--- src/rtl/seg7_pkg.sv ---
// Shared types and helpers for the multiplexed 7-segment scanner.
// Latency: n/a (package only).
// Backpressure: n/a (package only).
package seg7_pkg;

    // Scanner states; BLANK is the one-cycle load of the all-dark word.
    typedef enum logic [2:0] {
        IDLE,
        LOAD,
        SHIFT,
        LATCH,
        DWELL,
        BLANK
    } state_e;

    // All segments off (active-low drive).
    localparam logic [6:0] SEG_BLANK = 7'b1111111;

    // Shift word: 7 segments + colon + one anode per digit.
    function automatic int sr_width(input int num_digits);
        return 8 + num_digits;
    endfunction

    // Width of a counter that runs 0..count-1. Never narrower than 1 bit.
    function automatic int cnt_width(input int count);
        return (count > 1) ? $clog2(count) : 1;
    endfunction

endpackage

--- src/rtl/seg7_hex_decode.sv ---
// Hex nibble to active-low 7-segment pattern (bit order g,f,e,d,c,b,a).
// Latency: combinational.
// Backpressure: none.
// Optional macro SEG7_SCAN_HEX_EN: values 10-15 show A,b,C,d,E,F; otherwise blank.
// Ports: value_i - 4-bit value; seg_o - segment pattern, 0 = segment lit.
module seg7_hex_decode
    import seg7_pkg::*;
(
    input  logic [3:0] value_i,
    output logic [6:0] seg_o
);

    always_comb begin
        seg_o = SEG_BLANK;
        case (value_i)
            4'h0: seg_o = 7'b1000000;
            4'h1: seg_o = 7'b1111001;
            4'h2: seg_o = 7'b0100100;
            4'h3: seg_o = 7'b0110000;
            4'h4: seg_o = 7'b0011001;
            4'h5: seg_o = 7'b0010010;
            4'h6: seg_o = 7'b0000010;
            4'h7: seg_o = 7'b1111000;
            4'h8: seg_o = 7'b0000000;
            4'h9: seg_o = 7'b0010000;
`ifdef SEG7_SCAN_HEX_EN
            4'hA: seg_o = 7'b0001000;
            4'hB: seg_o = 7'b0000011;
            4'hC: seg_o = 7'b1000110;
            4'hD: seg_o = 7'b0100001;
            4'hE: seg_o = 7'b0000110;
            4'hF: seg_o = 7'b0001110;
`endif
            default: seg_o = SEG_BLANK;
        endcase
    end

endmodule

--- src/rtl/seg7_scan_shifter.sv ---
// Multiplexed common-anode 7-segment scanner driving an external SIPO shift register chain.
// Latency: one word per 1 + 2*CLK_DIV*SR_W + CLK_DIV + DWELL_CYCLES clk cycles; frame = NUM_DIGITS words.
// Backpressure: none; enable_i is sampled only in IDLE and at dwell exit, so words are never truncated.
// Optional macro SEG7_SCAN_HEX_EN (in seg7_hex_decode): hex letters for digit values 10-15.
// Ports: clk/rst_n (async active-low); enable_i scan enable; digits_i nibble k = digit k;
//        colon_i colon request; sr_data_o/sr_clk_o/sr_latch_o to the register chain;
//        frame_done_o pulse at last digit's dwell exit; busy_o high when not IDLE.
module seg7_scan_shifter
    import seg7_pkg::*;
#(
    parameter int NUM_DIGITS   = 4,
    parameter int CLK_DIV      = 4,
    parameter int DWELL_CYCLES = 1024,
    parameter int COLON_DIGIT  = 1
) (
    input  logic                    clk,
    input  logic                    rst_n,
    input  logic                    enable_i,
    input  logic [4*NUM_DIGITS-1:0] digits_i,
    input  logic                    colon_i,
    output logic                    sr_data_o,
    output logic                    sr_clk_o,
    output logic                    sr_latch_o,
    output logic                    frame_done_o,
    output logic                    busy_o
);

    localparam int SR_W  = sr_width(NUM_DIGITS);
    localparam int DIV_W = cnt_width(CLK_DIV);
    localparam int BIT_W = cnt_width(SR_W);
    localparam int DW_W  = cnt_width(DWELL_CYCLES);
    localparam int IDX_W = cnt_width(NUM_DIGITS);

    localparam logic [DIV_W-1:0] DIV_LAST = DIV_W'(CLK_DIV - 1);
    localparam logic [BIT_W-1:0] BIT_LAST = BIT_W'(SR_W - 1);
    localparam logic [DW_W-1:0]  DW_LAST  = DW_W'(DWELL_CYCLES - 1);
    localparam logic [IDX_W-1:0] IDX_LAST = IDX_W'(NUM_DIGITS - 1);
    localparam logic [IDX_W-1:0] IDX_COL  = IDX_W'(COLON_DIGIT);

    state_e                  state_q, state_d;
    logic [IDX_W-1:0]        idx_q, idx_d;
    logic [DIV_W-1:0]        div_q, div_d;
    logic [BIT_W-1:0]        bit_q, bit_d;
    logic [DW_W-1:0]         dwell_q, dwell_d;
    logic [SR_W-1:0]         word_q, word_d;
    logic [4*NUM_DIGITS-1:0] snap_q, snap_d;
    logic                    snap_col_q, snap_col_d;
    logic                    blank_q, blank_d;
    logic                    sr_clk_q, sr_clk_d;
    logic                    latch_q, latch_d;

    // Digit 0 reads the live inputs (the snapshot is being taken in the same
    // cycle); later digits read the frozen snapshot so a frame never tears.
    logic [4*NUM_DIGITS-1:0] dig_src;
    logic                    col_src;
    logic [3:0]              nibble;
    logic [6:0]              seg;
    logic [NUM_DIGITS-1:0]   anode;
    logic [SR_W-1:0]         load_word;

    always_comb begin
        dig_src      = (idx_q == '0) ? digits_i : snap_q;
        col_src      = (idx_q == '0) ? colon_i : snap_col_q;
        nibble       = dig_src[{idx_q, 2'b00} +: 4];
        anode        = '0;
        anode[idx_q] = 1'b1;
        load_word    = {anode, ~((idx_q == IDX_COL) & col_src), seg};
    end

    seg7_hex_decode u_dec (
        .value_i (nibble),
        .seg_o   (seg)
    );

    always_comb begin
        state_d    = state_q;
        idx_d      = idx_q;
        div_d      = div_q;
        bit_d      = bit_q;
        dwell_d    = dwell_q;
        word_d     = word_q;
        snap_d     = snap_q;
        snap_col_d = snap_col_q;
        blank_d    = blank_q;
        sr_clk_d   = sr_clk_q;
        latch_d    = latch_q;
        case (state_q)
            IDLE: begin
                if (enable_i) state_d = LOAD;
            end
            LOAD: begin
                if (idx_q == '0) begin
                    snap_d     = digits_i;
                    snap_col_d = colon_i;
                end
                word_d   = load_word;
                blank_d  = 1'b0;
                div_d    = '0;
                bit_d    = '0;
                sr_clk_d = 1'b0;
                state_d  = SHIFT;
            end
            BLANK: begin
                word_d   = {{NUM_DIGITS{1'b0}}, 1'b1, SEG_BLANK};
                blank_d  = 1'b1;
                div_d    = '0;
                bit_d    = '0;
                sr_clk_d = 1'b0;
                state_d  = SHIFT;
            end
            SHIFT: begin
                if (div_q == DIV_LAST) begin
                    div_d = '0;
                    if (!sr_clk_q) begin
                        sr_clk_d = 1'b1;
                    end else begin
                        // Falling shift clock ends the bit: present the next
                        // bit on the same edge. The word drains to zero, so
                        // sr_data_o idles low outside SHIFT.
                        sr_clk_d = 1'b0;
                        word_d   = {word_q[SR_W-2:0], 1'b0};
                        if (bit_q == BIT_LAST) begin
                            bit_d   = '0;
                            latch_d = 1'b1;
                            state_d = LATCH;
                        end else begin
                            bit_d = bit_q + 1'b1;
                        end
                    end
                end else begin
                    div_d = div_q + 1'b1;
                end
            end
            LATCH: begin
                if (div_q == DIV_LAST) begin
                    div_d   = '0;
                    latch_d = 1'b0;
                    dwell_d = '0;
                    if (blank_q) begin
                        blank_d = 1'b0;
                        idx_d   = '0;
                        state_d = IDLE;
                    end else begin
                        state_d = DWELL;
                    end
                end else begin
                    div_d = div_q + 1'b1;
                end
            end
            DWELL: begin
                if (dwell_q == DW_LAST) begin
                    dwell_d = '0;
                    idx_d   = (idx_q == IDX_LAST) ? '0 : idx_q + 1'b1;
                    state_d = enable_i ? LOAD : BLANK;
                end else begin
                    dwell_d = dwell_q + 1'b1;
                end
            end
            default: state_d = IDLE;
        endcase
    end

    always_ff @(posedge clk or negedge rst_n) begin
        if (!rst_n) begin
            state_q    <= IDLE;
            idx_q      <= '0;
            div_q      <= '0;
            bit_q      <= '0;
            dwell_q    <= '0;
            word_q     <= '0;
            snap_q     <= '0;
            snap_col_q <= 1'b0;
            blank_q    <= 1'b0;
            sr_clk_q   <= 1'b0;
            latch_q    <= 1'b0;
        end else begin
            state_q    <= state_d;
            idx_q      <= idx_d;
            div_q      <= div_d;
            bit_q      <= bit_d;
            dwell_q    <= dwell_d;
            word_q     <= word_d;
            snap_q     <= snap_d;
            snap_col_q <= snap_col_d;
            blank_q    <= blank_d;
            sr_clk_q   <= sr_clk_d;
            latch_q    <= latch_d;
        end
    end

    // Pin-facing strobes come straight from flops to keep them glitch-free.
    assign sr_data_o    = word_q[SR_W-1];
    assign sr_clk_o     = sr_clk_q;
    assign sr_latch_o   = latch_q;
    assign frame_done_o = (state_q == DWELL) && (dwell_q == DW_LAST) && (idx_q == IDX_LAST);
    assign busy_o       = (state_q != IDLE);

endmodule

--- config.mk ---
export PLATFORM = sky130hd
export DESIGN_NAME = seg7_scan_shifter
export DESIGN_NICKNAME = d
export VERILOG_FILES = /design/src/rtl/seg7_pkg.sv /design/src/rtl/seg7_hex_decode.sv /design/src/rtl/seg7_scan_shifter.sv
export SDC_FILE = /design/constraint.sdc
export NUM_CORES = 1
export LEC_CHECK = 0
export CAP_MARGIN = 20
export CORE_UTILIZATION = 52
export DETAILED_ROUTE_END_ITERATION = 7
export GPL_TIMING_DRIVEN = 0
export PLACE_DENSITY_LB_ADDON = 0.2
export SYNTH_ARGS = -nofsm -noshare
export SYNTH_HDL_FRONTEND = slang
export SYNTH_SLANG_ARGS = --single-unit
--- constraint.sdc ---
create_clock -name clk -period 2.62 [get_ports clk]
set_input_delay 0.393 -clock clk [delete_from_list [all_inputs] [get_ports clk]]
set_output_delay 0.393 -clock clk [all_outputs]
set_load 0.02 [all_outputs]
==> impl_metrics.tcl, run 1 <==
set metrics [dict create \
    dp_hpwl_um 4530 \
    p_per_area_mw_per_mm2 404 \
    setup_viol 0 \
    synth_area_mm2 0.00306 \
    critPathLaunchType "flip-flop" \
    die_w_um 78.7 \
    pin_count 25 \
    yosysTopAreaCellShare_pct 43.4 \
    p_leak_nw 1.64 \
    ys_types 48 \
    place_area_mm2 0.00341 \
    vias 2404 \
    slowest_stage "mux4_2" \
    critPathMaxStageDelay_ns 0.54 \
    irDropWorstVdd_mv 0.246 \
    die_h_um 78.7 \
    drive_above_1_share_pct 17.8 \
    final_hold_viol_count 0 \
    worstPathCellList "buf_6, inv_2, ha_4, clkbuf_4, mux4_2, mux2i_4, inv_2, ha_1, inv_1, mux2i_1, o21ai_1, a221oi_2" \
    htree_levels 2 \
    synth_top_area_cell "dfrtp_1" \
    status "complete, no violations" \
    synthArstFlopShare_pct 100 \
    cp.arrival_ns 2.73 \
    dr.pass1.iters 6 \
    yosysWarnings 0 \
    r2r-end "word_q[5]" \
    crit_top_cell "inv_2" \
    whs_ns 0.141 \
    insertion_delay_ns 0.31 \
    end_kind "flip-flop" \
    synth_area_leaders "dfrtp_1 43%, mux4_2 5.9%, ha_1 4.9%" \
    grt_pass1_wl_um 11100 \
    cts_root_buffer "clkbuf_8" \
    synth_edf_count 0 \
    drv_slew 0 \
    synthCells 300 \
    ys_seq_area_share_pct 43.4 \
    grt_pass1_vias 2395 \
    tns_ns 0 \
    grt_usage_pct 23.2 \
    initial_core_util_pct 54.8 \
    area_growth_pct 18.8 \
    avgViaCountPerCell 5.86 \
    synth-main-ff-cell "dfrtp_1" \
    grt_antenna_before_repair 0 \
    mostFrequentLayoutCells "52 x dfrtp_1, 31 x nor2_1, 26 x nand2_1" \
    routedWlPerCell_um 15.9 \
    antenna_cells 0 \
    crit_fanout 10 \
    period_needed_ns 2.57 \
    max_freq_ghz 0.389 \
    clock_skew_ns 0.00916 \
    num_rows 27 \
    ys_ff_latch 53 \
    required_ns 2.78 \
    post-route-period-util_pct 98.2 \
    reg2reg_from "idx_q[1]" \
    fin_area_mm2 0.00363 \
    gp_congestion 0.805 \
    gr-usage-met3_pct 4.42 \
    reg2regPathDepth 12 \
    grt_max_degree 33 \
    slew_headroom_pct 49.5 \
    fin_nets 370 \
    met1_usage_pct 30.5 \
    maxCapViolCount 0 \
    rsz0062_at_grt "yes" \
    synthesis.nets 332 \
    cts.sinks 53 \
    io_buffers 24 \
    postSynthAreaPerCell_um2 10.2 \
    critical_path_buf_inv_count 5 \
    ff2ff_setup_slack_ns 0.05 \
    use_met2_pct 39.0 \
    final_common_cell "dfrtp_1" \
    clk_pin_slew_ns 0.10 \
    routed_wl_um 6510 \
    ant_nets 0 \
    worst_pin_slew_ns 0.757 \
    core_mm2 0.00557 \
    hold_path_class "in -> async" \
    crit_family "multiplexers" \
    cts_tree "built" \
    numCtsBuffers 5 \
    drc 0 \
    die_area_mm2 0.00619 \
    drt-initial-drc-count 129 \
    fill_cells 461 \
    grt-ovfl-total 0 \
    path_class "reg -> reg" \
    busiest_layer "met2" \
    cts_buffer_depth 2 \
]
-- area by class of cell --
cell class | instances | area, um^2 | area share, %
Inverter | 10 | 40.0 | 1.10
Clock inverter | 2 | 35.0 | 0.965
Sequential cell | 53 | 1330 | 36.6
Tap cell | 72 | 90.1 | 2.48
Timing Repair Buffer | 32 | 318 | 8.75
Multi-Input combinational cell | 223 | 1680 | 46.4
Buffer | 13 | 67.6 | 1.86
Clock buffer | 5 | 68.8 | 1.90
-- Yosys cell counts (2+ instances only) --
master / n
a41oi_1: 2
ha_1: 12
a22o_1: 6
a21o_1: 2
o32ai_1: 2
inv_2: 2
mux2_2: 11
o21ai_0: 17
dfrtp_1: 53
nand2b_1: 5
inv_1: 8
o221ai_1: 2
nand3b_1: 3
a22oi_1: 3
a31oi_1: 7
o211ai_1: 3
buf_1: 2
buf_2: 4
clkbuf_1: 7
nand2_1: 26
a21oi_1: 22
a31o_2: 2
mux2i_1: 14
nor2b_1: 2
nand3_1: 8
nand4b_1: 2
nor3_2: 2
o41ai_1: 2
mux2_4: 2
mux4_2: 8
and2_1: 2
nor2_1: 31
nor3_1: 10
xor2_1: 2
-- timing repair --
action | in CTS | in global routing
endpoints found under the setup margin | 7 | 7
hold buffers | 0 | 0
setup buffers | 4 | 2
gates cloned | 1 | 0
resized for setup | 9 | 6
-- flip-flops by register name (all words and copies together) (netlist names) --
register and flops:
state_q 3, sr_clk_o 1, div_q 2, snap_q 16, word_q 12, sr_latch_o 1
blank_q 1, bit_q 4, snap_col_q 1, idx_q 2, dwell_q 10
-- logic make-up (layout without fill, tap and decap cells) --
kind of cell    Yosys count  in the layout  share of synthesized area, %
compound gates           75             75                          16.3
xor+xnor                  3              3                         0.860
mux                      36             36                          16.0
fa+ha+maj                12             12                          4.91
simple gates             97             97                          15.2
flops                    53             53                          43.4
buf+inv                  24             62                          3.36
-- metrics by stage --
stage | util (%) | setup WS, ns | cells | power (W)
after CTS | 64.4 | 0.00378 | 408 | 0.00147
after floorplan | - | 0.0501 | 300 | 0.000870
final | 65.1 | 0.0475 | 410 | 0.00147
after global routing | 65.1 | -0.0683 | 410 | 0.00151
after global placement | 60.8 | -0.523 | 396 | 0.000924
after detailed placement | 61.2 | -0.269 | 397 | 0.000929
-- where the power goes --
part | switching (W) | total [W] | internal (W)
Combinational | 0.0000491 | 0.000101 | 0.0000517
Sequential | 0 | 0.000817 | 0.000817
Clock | 0.000270 | 0.000548 | 0.000278
Total | 0.000319 | 0.00147 | 0.00115
-- layer usage --
layer,vias to the layer above,wire (um)
li1,1169,-
met1,1197,2990
met2,32,3290
met3,6,177
met4,0,57
met5,-,0
-- worst register-to-register path: stages, from the launching register on --
cell,delay (ns)
dfrtp_1,0.41
buf_6,0.16
inv_2,0.08
ha_4,0.14
clkbuf_4,0.17
mux4_2,0.54
mux2i_4,0.24
inv_2,0.10
ha_1,0.22
inv_1,0.06
mux2i_1,0.05
o21ai_1,0.17
a221oi_2,0.08
-- worst max path at each step --
| stage | startpoint | to | slack, ns | cells past startpoint |
|---|---|---|---|---|
| after floorplan | idx_q[1] | word_q[3] | 0.05 | 11 |
| after global placement | rst_n | snap_q[8] | -0.52 | 1 |
| after detailed placement | idx_q[1] | word_q[3] | -0.27 | 11 |
| after CTS | idx_q[1] | word_q[5] | 0.004 | 12 |
| after global routing | idx_q[1] | word_q[5] | -0.07 | 12 |
| final | idx_q[1] | word_q[5] | 0.05 | 12 |
Power figures use the tool's default switching activity.
==> inputs of run 2 (changes only) <==
==> constraint.sdc (replaced) <==
create_clock -name clk -period 2.25 [get_ports clk]
set_input_delay 0.3375 -clock clk [delete_from_list [all_inputs] [get_ports clk]]
set_output_delay 0.3375 -clock clk [all_outputs]
set_load 0.02 [all_outputs]
==> run 2 against run 1 <==
  * The run now ends with negative setup slack left
  * Core utilization up 4.7 points
  * Power increased by 17%
  * Worst hold slack improved by 0.36 ns
  * Highest routed layer unchanged
==> impl_metrics.tcl, run 2 (synthesized netlist as in run 1, its figures left out) <==
set metrics [dict create \
    critPathLaunchType "flip-flop" \
    pre_cts_slack_ns -0.425 \
    final_hold_viol_count 0 \
    drive_above_1_share_pct 25.9 \
    die_w_um 78.7 \
    initial_core_util_pct 54.8 \
    routedWlPerCell_um 15.9 \
    irDropWorstVdd_mv 0.322 \
    num_rows 27 \
    ff2ff_setup_slack_ns -0.13 \
    cts_root_buffer "clkbuf_8" \
    grt-ovfl-total 0 \
    drv_slew 0 \
    clock_skew_ns 0.00577 \
    crit_family "multiplexers" \
    rsz0062_at_grt "yes" \
    antenna_cells 0 \
    drt-initial-drc-count 191 \
    p_leak_nw 1.75 \
    setup_viol 7 \
    cts_tree "built" \
    mostFrequentLayoutCells "50 x dfrtp_1, 30 x nor2_1, 26 x nand2_1" \
    max_freq_ghz 0.420 \
    required_ns 2.44 \
    crit_top_cell "ha_4" \
    core_mm2 0.00557 \
    cp.arrival_ns 2.57 \
    grt_antenna_before_repair 0 \
    area_growth_pct 27.4 \
    period_needed_ns 2.38 \
    cts.sinks 53 \
    fill_cells 406 \
    grt_pass1_vias 2509 \
    reg.largest.list "snap_q (16), word_q (12), dwell_q (10)" \
    fin_nets 391 \
    numCtsBuffers 5 \
    vias 2488 \
    grt_max_degree 36 \
    routed_wl_um 6870 \
    dr.pass1.iters 4 \
    holdCritStartpoint "bit_q[3]" \
    htree_levels 2 \
    io_buffers 24 \
    avgViaCountPerCell 5.77 \
    ant_nets 0 \
    die_h_um 78.7 \
    largest_reg_flops 16 \
    clk_pin_slew_ns 0.10 \
    total_power_w 0.00172 \
    gp_congestion 0.818 \
    post-route-period-util_pct 106 \
    hold_path_class "reg -> reg" \
    hold_path_depth 1 \
    utilization_pct 69.9 \
    end_kind "flip-flop" \
    violations "negative setup slack" \
    cts_buffer_depth 2 \
    final_common_cell "dfrtp_1" \
    reg2regPathDepth 10 \
    worstPathCellList "inv_4, ha_4, buf_12, mux4_2, mux2i_4, inv_2, ha_4, mux2_4, o211ai_2, a21oi_1" \
    grt_usage_pct 24.0 \
    top_register "snap_q" \
    path_class "reg -> reg" \
    status "finished with violations" \
    critPathMaxStageDelay_ns 0.52 \
    crit_fanout 5 \
    critical_path_buf_inv_count 3 \
    grt_pass1_wl_um 11600 \
    p_per_area_mw_per_mm2 442 \
    dp_hpwl_um 4630 \
    insertion_delay_ns 0.30 \
    worstHoldEndpoint "bit_q[2]" \
    drc 0 \
    pin_count 25 \
    reg2reg_from "idx_q[0]" \
    setup_ws_ns -0.130 \
    whs_ns 0.504 \
    die_area_mm2 0.00619 \
    maxCapViolCount 0 \
    r2r-end "word_q[3]" \
    slowest_stage "mux4_2" \
    worst_pin_slew_ns 0.694 \
    slew_headroom_pct 53.8 \
]
## run 2: cell count changes in the layout (fill, tap and decap cells not counted), sizes merged
cell / change
clkdlybuf4s50: -1
clkbuf: +1
inv: -1
dlygate4sd3: +1
clkinvlp: +1
buf: +20
## run 2: worst max path at each step
stage / start / to / slack (ns) / cells past startpoint
floorplan: idx_q[1] / word_q[6] / -0.15 / 10
global placement: rst_n / snap_q[8] / -0.83 / 1
detailed placement: idx_q[0] / word_q[5] / -0.42 / 11
CTS: idx_q[1] / word_q[3] / -0.15 / 11
global route: idx_q[0] / word_q[3] / -0.19 / 10
finish: idx_q[0] / word_q[3] / -0.13 / 10
## run 2: layer usage
layer,vias to the layer above,share of wire [%],GRT usage (%)
met5,-,0,0
met4,0,0.89,7.96
met3,7,2.2,3.95
met2,40,51,40.6
met1,1223,45,31.3
li1,1218,-,-
## run 2: metrics by stage
stage | TNS [ns] | std cells | area, um^2
6_report | -0.485 | 431 | 3890
4_1_cts | -1.94 | 420 | 3760
3_3_place_gp | -46.24 | 396 | 3430
2_1_floorplan | -0.661 | 300 | 3100
3_5_place_dp | -3.42 | 397 | 3440
5_1_grt | -1.05 | 431 | 3890
## run 2: final cells by class
cell class | count | area [um^2] | share of cell area [%]
clock inverter | 2 | 35.0 | 0.900
inverter | 10 | 46.3 | 1.19
buffer | 13 | 76.3 | 1.96
multi-input combinational | 223 | 1740 | 44.7
tap | 72 | 90.1 | 2.31
clock buffer | 5 | 68.8 | 1.77
sequential | 53 | 1330 | 34.2
timing repair buffer | 53 | 505 | 13.0
## run 2: report_power, final
group / total (W) / switching, W / internal (W)
sequential: 0.000952 / 0 / 0.000952
clock: 0.000633 / 0.000309 / 0.000324
combinational: 0.000137 / 0.0000641 / 0.0000732
total: 0.00172 / 0.000373 / 0.00135
## run 2: repair_timing
action | in CTS | in global routing
hold buffers | 1 | 0
cloned | 1 | 0
endpoints found under the setup margin | 18 | 30
buffers inserted | 14 | 12
hold endpoints to repair | 18 | 0
pin swaps | 7 | 7
resized for setup | 16 | 17
## run 2: worst reg2reg max path: cells and delay by family, from the launching register on
kind	cells	cell delay, ns
flops	1	0.45
compound gates	2	0.23
mux	3	1.02
fa+ha+maj	2	0.30
buf+inv	3	0.28
==> inputs of run 3 (changes only) <==
--- a/config.mk
+++ b/config.mk
@@ -6,10 +6,12 @@
 export NUM_CORES = 1
 export LEC_CHECK = 0
 export CAP_MARGIN = 20
+export CORE_ASPECT_RATIO = 0.7
 export CORE_UTILIZATION = 52
 export DETAILED_ROUTE_END_ITERATION = 7
 export GPL_TIMING_DRIVEN = 0
 export PLACE_DENSITY_LB_ADDON = 0.2
+export SETUP_SLACK_MARGIN = 0.05
 export SYNTH_ARGS = -nofsm -noshare
 export SYNTH_HDL_FRONTEND = slang
 export SYNTH_SLANG_ARGS = --single-unit
==> run 3 against run 2 <==
  * The flow still finishes with violations (negative setup slack)
  * Power up 0.82%
  * Global-route usage up 1.0 points
  * Critical path depth up 1
  * Clock skew up 0.0076 ns
  * Sequential power about the same
  * Highest routed layer unchanged
==> impl_metrics.tcl, run 3 (synthesized netlist as in run 1, its figures left out) <==
set metrics [dict create \
    status "finished with violations" \
    violations "negative setup slack" \
    period_needed_ns 2.48 \
    grt_max_degree 37 \
    met1_usage_pct 37.5 \
    fin_nets 384 \
    area_growth_pct 27.5 \
    required_ns 2.46 \
    final_hold_viol_count 0 \
    rsz0062_at_grt "yes" \
    worstPathCellList "buf_6, inv_4, ha_4, buf_12, mux4_2, mux2i_4, inv_2, ha_4, mux2_4, o211ai_2, a21oi_1" \
    slew_headroom_pct 59.3 \
    cts_tree "built" \
    largest_reg_flops 16 \
    switching_share_pct 22.4 \
    grt_usage_pct 25.0 \
    cts_buffer_depth 2 \
    clk_pin_slew_ns 0.10 \
    r2r-end "word_q[3]" \
    clock_skew_ns 0.0133 \
    avgViaCountPerCell 5.87 \
    reg.largest.list "snap_q (16), word_q (12), dwell_q (10)" \
    routed_wl_um 7090 \
    grt_pass1_wl_um 11600 \
    use_met2_pct 37.9 \
    initial_core_util_pct 56.1 \
    core_mm2 0.00545 \
    cts_root_buffer "clkbuf_8" \
    reg2reg_from "idx_q[1]" \
    worst_pin_slew_ns 0.611 \
    max_freq_ghz 0.404 \
    drv_slew 0 \
    die_area_mm2 0.00619 \
    critPathMaxStageDelay_ns 0.52 \
    num_rows 22 \
    gp_congestion 0.816 \
    grt-ovfl-total 0 \
    p_per_area_mw_per_mm2 445 \
    mostFrequentLayoutCells "51 x dfrtp_1, 30 x nor2_1, 26 x nand2_1" \
    pin_count 25 \
    ff2ff_setup_slack_ns -0.23 \
    antenna_cells 0 \
    grt_antenna_before_repair 0 \
    cts.sinks 53 \
    htree_levels 2 \
    seq_power_share_pct 54.8 \
    io_buffers 24 \
    p_comb_share_pct 8.0 \
    die_w_um 93.6 \
    intPower_w 0.00135 \
    dr.pass1.iters 4 \
    path_class "reg -> reg" \
    drc 0 \
    p_switching_w 0.000389 \
    crit_fanout 5 \
    ant_nets 0 \
    final_common_cell "dfrtp_1" \
    utilization_pct 71.5 \
    critPathLaunchType "flip-flop" \
    maxCapViolCount 0 \
    dp_hpwl_um 4660 \
    crit_top_cell "ha_4" \
    insertion_delay_ns 0.32 \
    top_register "snap_q" \
    post-route-period-util_pct 110 \
    routedWlPerCell_um 16.7 \
    vias 2489 \
    p_leak_nw 1.71 \
    die_h_um 66.1 \
    hold_path_class "in -> async" \
    numCtsBuffers 5 \
    setup_ws_ns -0.226 \
    end_kind "flip-flop" \
    irDropWorstVdd_mv 0.349 \
    cp.arrival_ns 2.68 \
    slowest_stage "mux4_2" \
    busiest_layer "met2" \
    reg2regPathDepth 11 \
    drt-initial-drc-count 161 \
    setup_viol 7 \
    power.share.clock_pct 37.2 \
    gr-usage-met3_pct 4.14 \
    grt_pass1_vias 2382 \
    pre_cts_slack_ns -0.457 \
    drive_above_1_share_pct 25.9 \
]
## run 3: changes by cell type in the layout (fill, tap and decap cells not counted), sizes merged
cell           change
clkbuf             -1
dlygate4sd2        +1
clkdlybuf4s15      +1
buf                -7
dlymetal6s2s       -1
## run 3: worst max-delay path, delay by kind of cell (launching register included)
kind | cells | cell delay, ns
fa+ha+maj | 2 | 0.32
flops | 1 | 0.40
compound gates | 2 | 0.22
mux | 3 | 1.01
buf+inv | 4 | 0.42
## run 3: per-stage QoR
| stage | TNS [ns] | area (um^2) | instances | power [W] | hold WS (ns) |
|---|---|---|---|---|---|
| floorplan | -0.661 | 3100 | 300 | 0.00101 | 0.0419 |
| global placement | -46.79 | 3430 | 396 | 0.00108 | 0.484 |
| detailed placement | -2.61 | 3440 | 397 | 0.00108 | 0.306 |
| CTS | -1.50 | 3800 | 418 | 0.00174 | 0.497 |
| global route | -1.62 | 3900 | 424 | 0.00179 | 0.536 |
| finish | -0.924 | 3900 | 424 | 0.00174 | 0.477 |
## run 3: cell type report
| class | count | area (um^2) |
|---|---|---|
| Clock inverter | 2 | 35.0 |
| Clock buffer | 5 | 68.8 |
| Inverter | 10 | 48.8 |
| Fill cell | 386 | 1550 |
| Multi-Input combinational cell | 223 | 1790 |
| Sequential cell | 53 | 1330 |
| Timing Repair Buffer | 45 | 440 |
| Buffer | 14 | 92.6 |
| Tap cell | 72 | 90.1 |
## run 3: per-layer routing
| layer | wire [um] | vias up |
|---|---|---|
| met4 | 105 | 0 |
| met1 | 3600 | 1222 |
| met3 | 254 | 10 |
| met5 | 0 | - |
| met2 | 3130 | 49 |
| li1 | - | 1208 |
## run 3: how the worst max path moves through the flow
stage	from	end	slack, ns	cells after the start
floorplan	idx_q[1]	word_q[6]	-0.15	10
global placement	rst_n	snap_q[8]	-0.85	1
detailed placement	state_q[2]	frame_done_o	-0.46	6
CTS	idx_q[1]	word_q[3]	-0.20	11
global route	idx_q[1]	word_q[3]	-0.33	11
finish	idx_q[1]	word_q[3]	-0.23	11
## run 3: power groups by stage
stage / logic [W] / registers (W) / clock network [W]
3_5_place_dp: 0.000112 / 0.000971 / 0
6_report: 0.000138 / 0.000952 / 0.000646
5_1_grt: 0.000151 / 0.000952 / 0.000689
3_3_place_gp: 0.000107 / 0.000971 / 0
4_1_cts: 0.000133 / 0.000952 / 0.000651
2_1_floorplan: 0.0000438 / 0.000971 / 0
## run 3: what timing repair did
action                     4_1_cts  5_1_grt
hold endpoints to repair        17        0
resized for setup               30       14
setup endpoints to repair       18       28
hold buffers                     1        0
cloned                           1        0
buffers inserted                12        7
pin swaps                       11       11
